**src/rtl/bdd_request_controller.sv**
```systemverilog
// BDD accelerator job engine: tags variable-node beats into memory requests,
// collects one result per request, and exposes control/status over Avalon-MM.
module bdd_request_controller #(
  parameter logic [15:0] BASE   = 16'h1000,
  parameter int          DATA_W = 512
) (
  input  logic              clk,
  input  logic              reset,
  input  logic [15:0]       avs_config_address,
  input  logic              avs_config_write,
  input  logic [31:0]       avs_config_writedata,
  input  logic              avs_config_read,
  output logic [31:0]       avs_config_readdata,
  output logic              avs_config_readdatavalid,
  output logic              avs_config_waitrequest,
  output logic [DATA_W-1:0] aso_cache_data,
  output logic              aso_cache_valid,
  input  logic              aso_cache_ready,
  input  logic [DATA_W-1:0] asi_var_data,
  input  logic              asi_var_valid,
  output logic              asi_var_ready,
  input  logic [DATA_W-1:0] asi_result_data,
  input  logic              asi_result_valid,
  output logic              asi_result_ready
);

  typedef enum logic [1:0] {IDLE, RUN, DRAIN, DONE} state_t;

  state_t      state, state_next;
  logic        busy, done;
  logic [15:0] req_count, n_reg, issued, results;
  logic [31:0] last_result, checksum, rd_mux;
  logic        in_window, ctrl_wr, start, abort, job_start;
  logic        var_hs, cache_hs, result_hs;
  logic [7:0]  offset;
  logic        unused_bits;

  assign in_window = avs_config_address[15:8] == BASE[15:8];
  assign offset    = avs_config_address[7:0];
  assign ctrl_wr   = avs_config_write && in_window && (offset == 8'd0);
  // Abort dominates a simultaneous start.
  assign abort     = ctrl_wr && avs_config_writedata[1];
  assign start     = ctrl_wr && avs_config_writedata[0] && !abort;
  assign job_start = start && (state == IDLE || state == DONE);

  assign var_hs    = asi_var_valid && asi_var_ready;
  assign cache_hs  = aso_cache_valid && aso_cache_ready;
  assign result_hs = asi_result_valid && asi_result_ready;

  assign avs_config_waitrequest = 1'b0;
  assign unused_bits = ^{avs_config_writedata[31:16], asi_var_data[15:0],
                         asi_result_data[DATA_W-1:32]};

  // NOTE: sequential state uses non-blocking assignments only, so every
  // flop samples pre-edge values regardless of block ordering.
  always_ff @(posedge clk) begin
    if (reset) state <= IDLE;
    else       state <= state_next;
  end

  // NOTE: each always_comb assigns a default first so no path infers a latch.
  always_comb begin
    state_next = state;
    if (abort) begin
      state_next = IDLE;
    end else begin
      case (state)
        IDLE, DONE: if (start) state_next = (req_count == 16'd0) ? DONE : RUN;
        RUN:        if (issued == n_reg) state_next = DRAIN;
        DRAIN:      if (results == n_reg) state_next = DONE;
        default:    state_next = IDLE;
      endcase
    end
  end

  always_comb begin
    busy             = (state == RUN) || (state == DRAIN);
    done             = (state == DONE);
    asi_var_ready    = (state == RUN) && (issued < n_reg) &&
                       (!aso_cache_valid || aso_cache_ready);
    asi_result_ready = busy && (results < n_reg);
  end

  always_ff @(posedge clk) begin
    if (reset) begin
      req_count   <= '0;
      n_reg       <= '0;
      issued      <= '0;
      results     <= '0;
      last_result <= '0;
      checksum    <= '0;
    end else begin
      if (avs_config_write && in_window && offset == 8'd2)
        req_count <= avs_config_writedata[15:0];
      if (job_start) begin
        n_reg       <= req_count;
        issued      <= '0;
        results     <= '0;
        last_result <= '0;
        checksum    <= '0;
      end else begin
        if (var_hs) issued <= issued + 16'd1;
        if (result_hs) begin
          results     <= results + 16'd1;
          last_result <= asi_result_data[31:0];
          checksum    <= checksum ^ asi_result_data[31:0];
        end
      end
    end
  end

  // Single output register: a new beat may load in the same cycle the
  // pending one is accepted, giving one beat per cycle under ready.
  // NOTE: the wide data register is reset too, so the stream bus reads 0
  // after reset instead of stale X content.
  always_ff @(posedge clk) begin
    if (reset) begin
      aso_cache_data  <= '0;
      aso_cache_valid <= 1'b0;
    end else if (abort) begin
      aso_cache_valid <= 1'b0;
    end else if (var_hs) begin
      aso_cache_data  <= {asi_var_data[DATA_W-1:16], issued};
      aso_cache_valid <= 1'b1;
    end else if (cache_hs) begin
      aso_cache_valid <= 1'b0;
    end
  end

  always_comb begin
    rd_mux = '0;
    case (offset)
      8'd1:    rd_mux = {30'd0, done, busy};
      8'd2:    rd_mux = {16'd0, req_count};
      8'd3:    rd_mux = {16'd0, issued};
      8'd4:    rd_mux = {16'd0, results};
      8'd5:    rd_mux = last_result;
      8'd6:    rd_mux = checksum;
      default: rd_mux = '0;
    endcase
  end

  // Shared wired-OR bus: drive zeros whenever not answering.
  always_ff @(posedge clk) begin
    if (reset) begin
      avs_config_readdata      <= '0;
      avs_config_readdatavalid <= 1'b0;
    end else begin
      avs_config_readdatavalid <= avs_config_read && in_window;
      avs_config_readdata      <= (avs_config_read && in_window) ? rd_mux : 32'd0;
    end
  end

endmodule

```
**config.mk**
```make
export PLATFORM = sky130hd
export DESIGN_NAME = bdd_request_controller
export DESIGN_NICKNAME = d
export VERILOG_FILES = /design/src/rtl/bdd_request_controller.sv
export SDC_FILE = /design/constraint.sdc
export NUM_CORES = 1
export LEC_CHECK = 0
export CAP_MARGIN = 20
export CORE_AREA = 2 2 637 639
export CTS_CLUSTER_SIZE = 40
export DETAILED_ROUTE_END_ITERATION = 10
export DIE_AREA = 0 0 639 641
export GPL_TIMING_DRIVEN = 0
export SYNTH_ARGS = -nofsm -noshare
export SYNTH_HDL_FRONTEND = slang
export SYNTH_SLANG_ARGS = --single-unit
```
**constraint.sdc**
```tcl
create_clock -name clk -period 3.64 [get_ports clk]
set_input_delay 1.092 -clock clk [delete_from_list [all_inputs] [get_ports clk]]
set_output_delay 1.092 -clock clk [all_outputs]
set_load 0.02 [all_outputs]
```
# == Word-level counts from Yosys, hierarchy flattened ==
# Cells that the tools add are included.
# word_totals
output_inout_bits,549
wordCells,70
in_bits,1079
regBits,676
# op_classes
order_cmp,2
n_reduce_logical,29
n_eq_ne,15
n_bitwise,3
muxes,8
n_addsub,2
# ops
op,n
$pmux W32 S6,1
$add A16 B1 Y16 const B,2
$eq A16 B16 Y1,2
$lt A16 B16 Y1,2
$xor A32 B32 Y32,1
$eq A8 B3 Y1 const B,3
$eq A8 B2 Y1 const B,2
$logic_not A16 Y1,1
$logic_and A1 B1 Y1,14
$eq A8 B1 Y1 const B,1
$eq A8 B5 Y1 const B,1
$logic_not A8 Y1,1
$mux W2,4
$reduce_or A2 Y1,4
$ne A2 B2 Y1 const B,3
$pmux W2 S3,1
$eq A2 B2 Y1 const B,2
$logic_or A1 B1 Y1,3
$reduce_and A3 Y1,1
$eq A2 B1 Y1 const B,1
$logic_not A1 Y1,2
$logic_not A2 Y1,1
$mux W1,2
$not A1 Y1,2
other kinds (2),2

# == Depth between registers and ports, before layout ==
# depth
ltp_word,8
depth_mapped,12
ltp_nobuf,9

# == Least setup slack after synthesis ==
# Ideal clock, no wire load.
# synth_path
path_kind,register to output
start,register n_reg[15]
end,output asi_var_ready
setup_slack_ps,561
required_time_ps,2548
arrival_ps,1987
stages_incl_launch_ff,9
cell_sequence,dfxtp_1 inv_1 ha_1 nand4_1 or4_1 a21o_1 nand3_1 buf_2 inv_1
# synth_between
elab_chain_cells,3
# synth_rtl
item,line_no,text
start: declaration,31,"logic [15:0] req_count, n_reg, issued, results;"
start signal: assignment,96,n_reg <= req_count;
$lt A16 B16 Y1,79,asi_var_ready = (state == RUN) && (issued < n_reg) &&
$logic_and A1 B1 Y1 (2 in series),79,
end: declaration,21,"output logic asi_var_ready,"
# No other way between the ends.

# == Final worst setup path ==
# layout_path
start,register n_reg[9]
end,output asi_var_ready
# The elaborated chain is that of the path after synthesis.

==> results by group <==
Status
  – Status: finished, violations left
  – Failing checks: setup timing

Floorplanning
  – Initial Util: 6.27%
  – Num rows: 233
  – I/O pins: 1628
  – Core area: 402000 um^2
  – Die X: 639 um
  – Die area: 410000 um^2
  – Die Height: 641 um

Clock network
  – Worst skew pair latency: 830 ps
  – Worst-path clk slew: 60 ps
  – H-tree levels: 3
  – CTS Buf Count: 86
  – TritonCTS Sinks: 676
  – Post-CTS Hold Fix Bufs: 0
  – Clk buf depth: 4
  – Root buf cell: clkbuf_16
  – CTS tree: built

Setup path
  – Reg2Reg Setup Slack: 290 ps
  – Worst EP required: 2550 ps
  – Crit Reg-Reg Startpoint: issued[1]
  – R2r endpoint: aso_cache_data[94]
  – Worst R2R Path Depth: 12
  – CP startpoint kind: flop
  – Setup CP Type: reg -> out
  – Largest fanout on the critical path: 3
  – Worst Setup End Kind: primary output
  – Crit path DAT: 2710 ps

Timing
  – Period minus WS final: 3800 ps
  – Clock skew: 62.4 ps
  – TNS Setup: -162 ps
  – Max-slew violations: 0
  – Fin worst setup slack: -162 ps
  – RSZ-0062 raised after global routing: yes
  – FMAX: 0.263 GHz
  – Final Hold Vio Count: 0
  – Final period utilization: 104%
  – Final setup fails: 1
  – Worst Max-Slew Pin Slew: 1070 ps
  – Slew Limit Headroom: 28.7%

GRT
  – M2 GR Usage: 17.7%
  – Vias in the first global route: 26223
  – Initial antenna violation count: 179
  – First-pass GRT wire length: 289 mm
  – Met3 usage: 6.39%
  – Global route overflow: 0
  – Most used routing layer: met2
  – Met1 usage: 12.3%
  – All-Layer GR Usage: 11.0%
  – Largest net degree at the start of global routing: 14

Power
  – Power Total: 17.7 mW
  – Lkg Pwr: 13.8 nW
  – Power density over cell area: 381 nW/um^2
  – Peak VDD IR: 0.320 mV

Placed design
  – Port bufs: 1112
  – Placer congestion estimate: 0.927
  – DP Cell Count: 9487
  – Post-DP HPWL: 208 mm
  – Post-place setup slack: -791 ps
  – Placed Instance Area: 43000 um^2

Final layout
  – Register name with the most flops: aso_cache_data
  – Share of cells above drive strength 1: 8.40%
  – Max reg flops: 512
  – Layout Cells excl Fill: 9692
  – Number of fill cells: 46233
  – Layout Nets: 5423
  – Finished layout cell area: 46500 um^2
  – Area Growth Syn to Fin: 84.7%

Flow run
  – Max_cap viols: 0

Hold path
  – WHS Path Cells: 2
  – Worst hold endpoint: aso_cache_data[498]
  – Hold_sp: aso_cache_data[498]
  – HP Class: reg -> reg

Yosys
  – Top cell type's share of synthesized area: 53.7%
  – Top_reg_cell synth: dfxtp_1
  – Register area share after synthesis: 53.7%
  – Yosys warning count: 0
  – Top-count cell post-synth: nand2_1
  – Synth unique cells: 54
  – Syn_nets: 4201
  – Syn Std Cell Area: 25200 um^2
  – Synth async-reset ratio: 0%
  – Synth area leader: dfxtp_1
  – Post-synth EDFFs: 0
  – Post-Syn Area per Cell: 8.17 um^2
  – Synth Register Bits: 676
  – Post-Synthesis Cells: 3084
  – Synth area leaders: dfxtp_1, nand2_1, a21oi_1
  – Commonest cells post-synth: nand2_1, dfxtp_1, a21oi_1, clkbuf_1, nor2_1

Drt
  – Iter 0 DRT Violations: 2383
  – DRT antenna net count: 0
  – Vias per inst: 2.90
  – Vias post-DR: 28134
  – Wire length per cell: 24.5 um
  – Drc violations: 0
  – DRT Pass-1 Iters: 9
  – Final wirelength: 237 mm
## metrics by stage
step / utilization [%] / hold WS, ps
2_1_floorplan: - / 432
3_3_place_gp: 10.7 / 441
3_5_place_dp: 10.7 / 444
4_1_cts: 11.5 / 453
5_1_grt: 11.6 / 467
6_report: 11.6 / 452
## worst max-delay path by stage
stage | from | cells past startpoint | to | slack, ps
2_1_floorplan | n_reg[15] | 8 | asi_var_ready | 560
3_3_place_gp | reset | 5 | aso_cache_data[364] | -3020
3_5_place_dp | avs_config_address[2] | 10 | aso_cache_data[100] | -790
4_1_cts | n_reg[14] | 9 | asi_var_ready | -210
5_1_grt | n_reg[9] | 8 | asi_var_ready | -270
6_report | n_reg[9] | 8 | asi_var_ready | -160
## where the power goes
part,switching [mW],internal (mW)
Combinational,0.551,0.633
Clock,3.78,5.35
Sequential,0.0128,7.41
## cells in the final DEF (no fill, tap or decap), types with 4 or more instances in the layout
master and instances:
nand2_1 1143, clkdlybuf4s50_1 1110, dfxtp_1 647, a21oi_1 630
clkbuf_1 102, clkbuf_16 86, nor2_1 71, buf_6 60
buf_2 56, nand4_1 43, diode_2 34, xor2_1 34
a22oi_1 32, buf_4 30, ha_1 27, clkbuf_8 27
dfxtp_2 26, nand3_1 20, inv_1 19, o31ai_1 15
a222oi_1 14, or4_1 14, nor4_1 10, ha_4 10
o21ai_0 9, and3_1 8, xnor2_1 7, clkbuf_2 6
nor2b_1 6, or3_1 6, clkinv_2 6, inv_6 6
bufinv_16 6, inv_2 5, inv_4 5, nand3b_1 4
## per-layer routing
layer	share of wire (%)	up-vias	wire, um
met2	45	1632	107000
li1	-	12736	-
met5	0.041	-	98
met3	13	508	31100
met1	38	13244	91100
met4	3.5	14	8300
## layout make-up
class                      count  area (um^2)  area share [%]
antenna                       34         85.1           0.183
buffer                       223         1400            3.00
clock buffer                 127         2580            5.54
clock inverter                26          368           0.791
inverter                      29          121           0.261
multi-input combinational   2153        10400            22.3
sequential                   676        13600            29.2
tap                         5287         6620            14.2
timing repair buffer        1137        11400            24.5
## repair_timing
item,CTS,global route
setup endpoints to repair,12,18
resized for setup,75,21
setup buffers,11,8
hold endpoints to repair,0,0
gates cloned,0,0
pin swaps,10,8
## logic make-up (layout without fill, tap and decap cells)
group	after synthesis	after routing	share of synthesized area [%]
mux	1	1	0.0397
xor+xnor	41	41	1.43
buf+inv	255	1542	5.97
simple gates	1351	1351	21.6
fa+ha+maj	38	38	1.89
other cells	1	35	0.0149
compound gates	721	721	15.3
flops	676	676	53.7
## critical path, stage by stage, from the launching register on
cell	delay (ps)
dfxtp_2	350
inv_4	60
ha_4	260
nand4_1	130
or4_4	570
a21o_1	230
nand3_4	130
inv_4	50
buf_6	120
(Power assumes the default switching activity.)
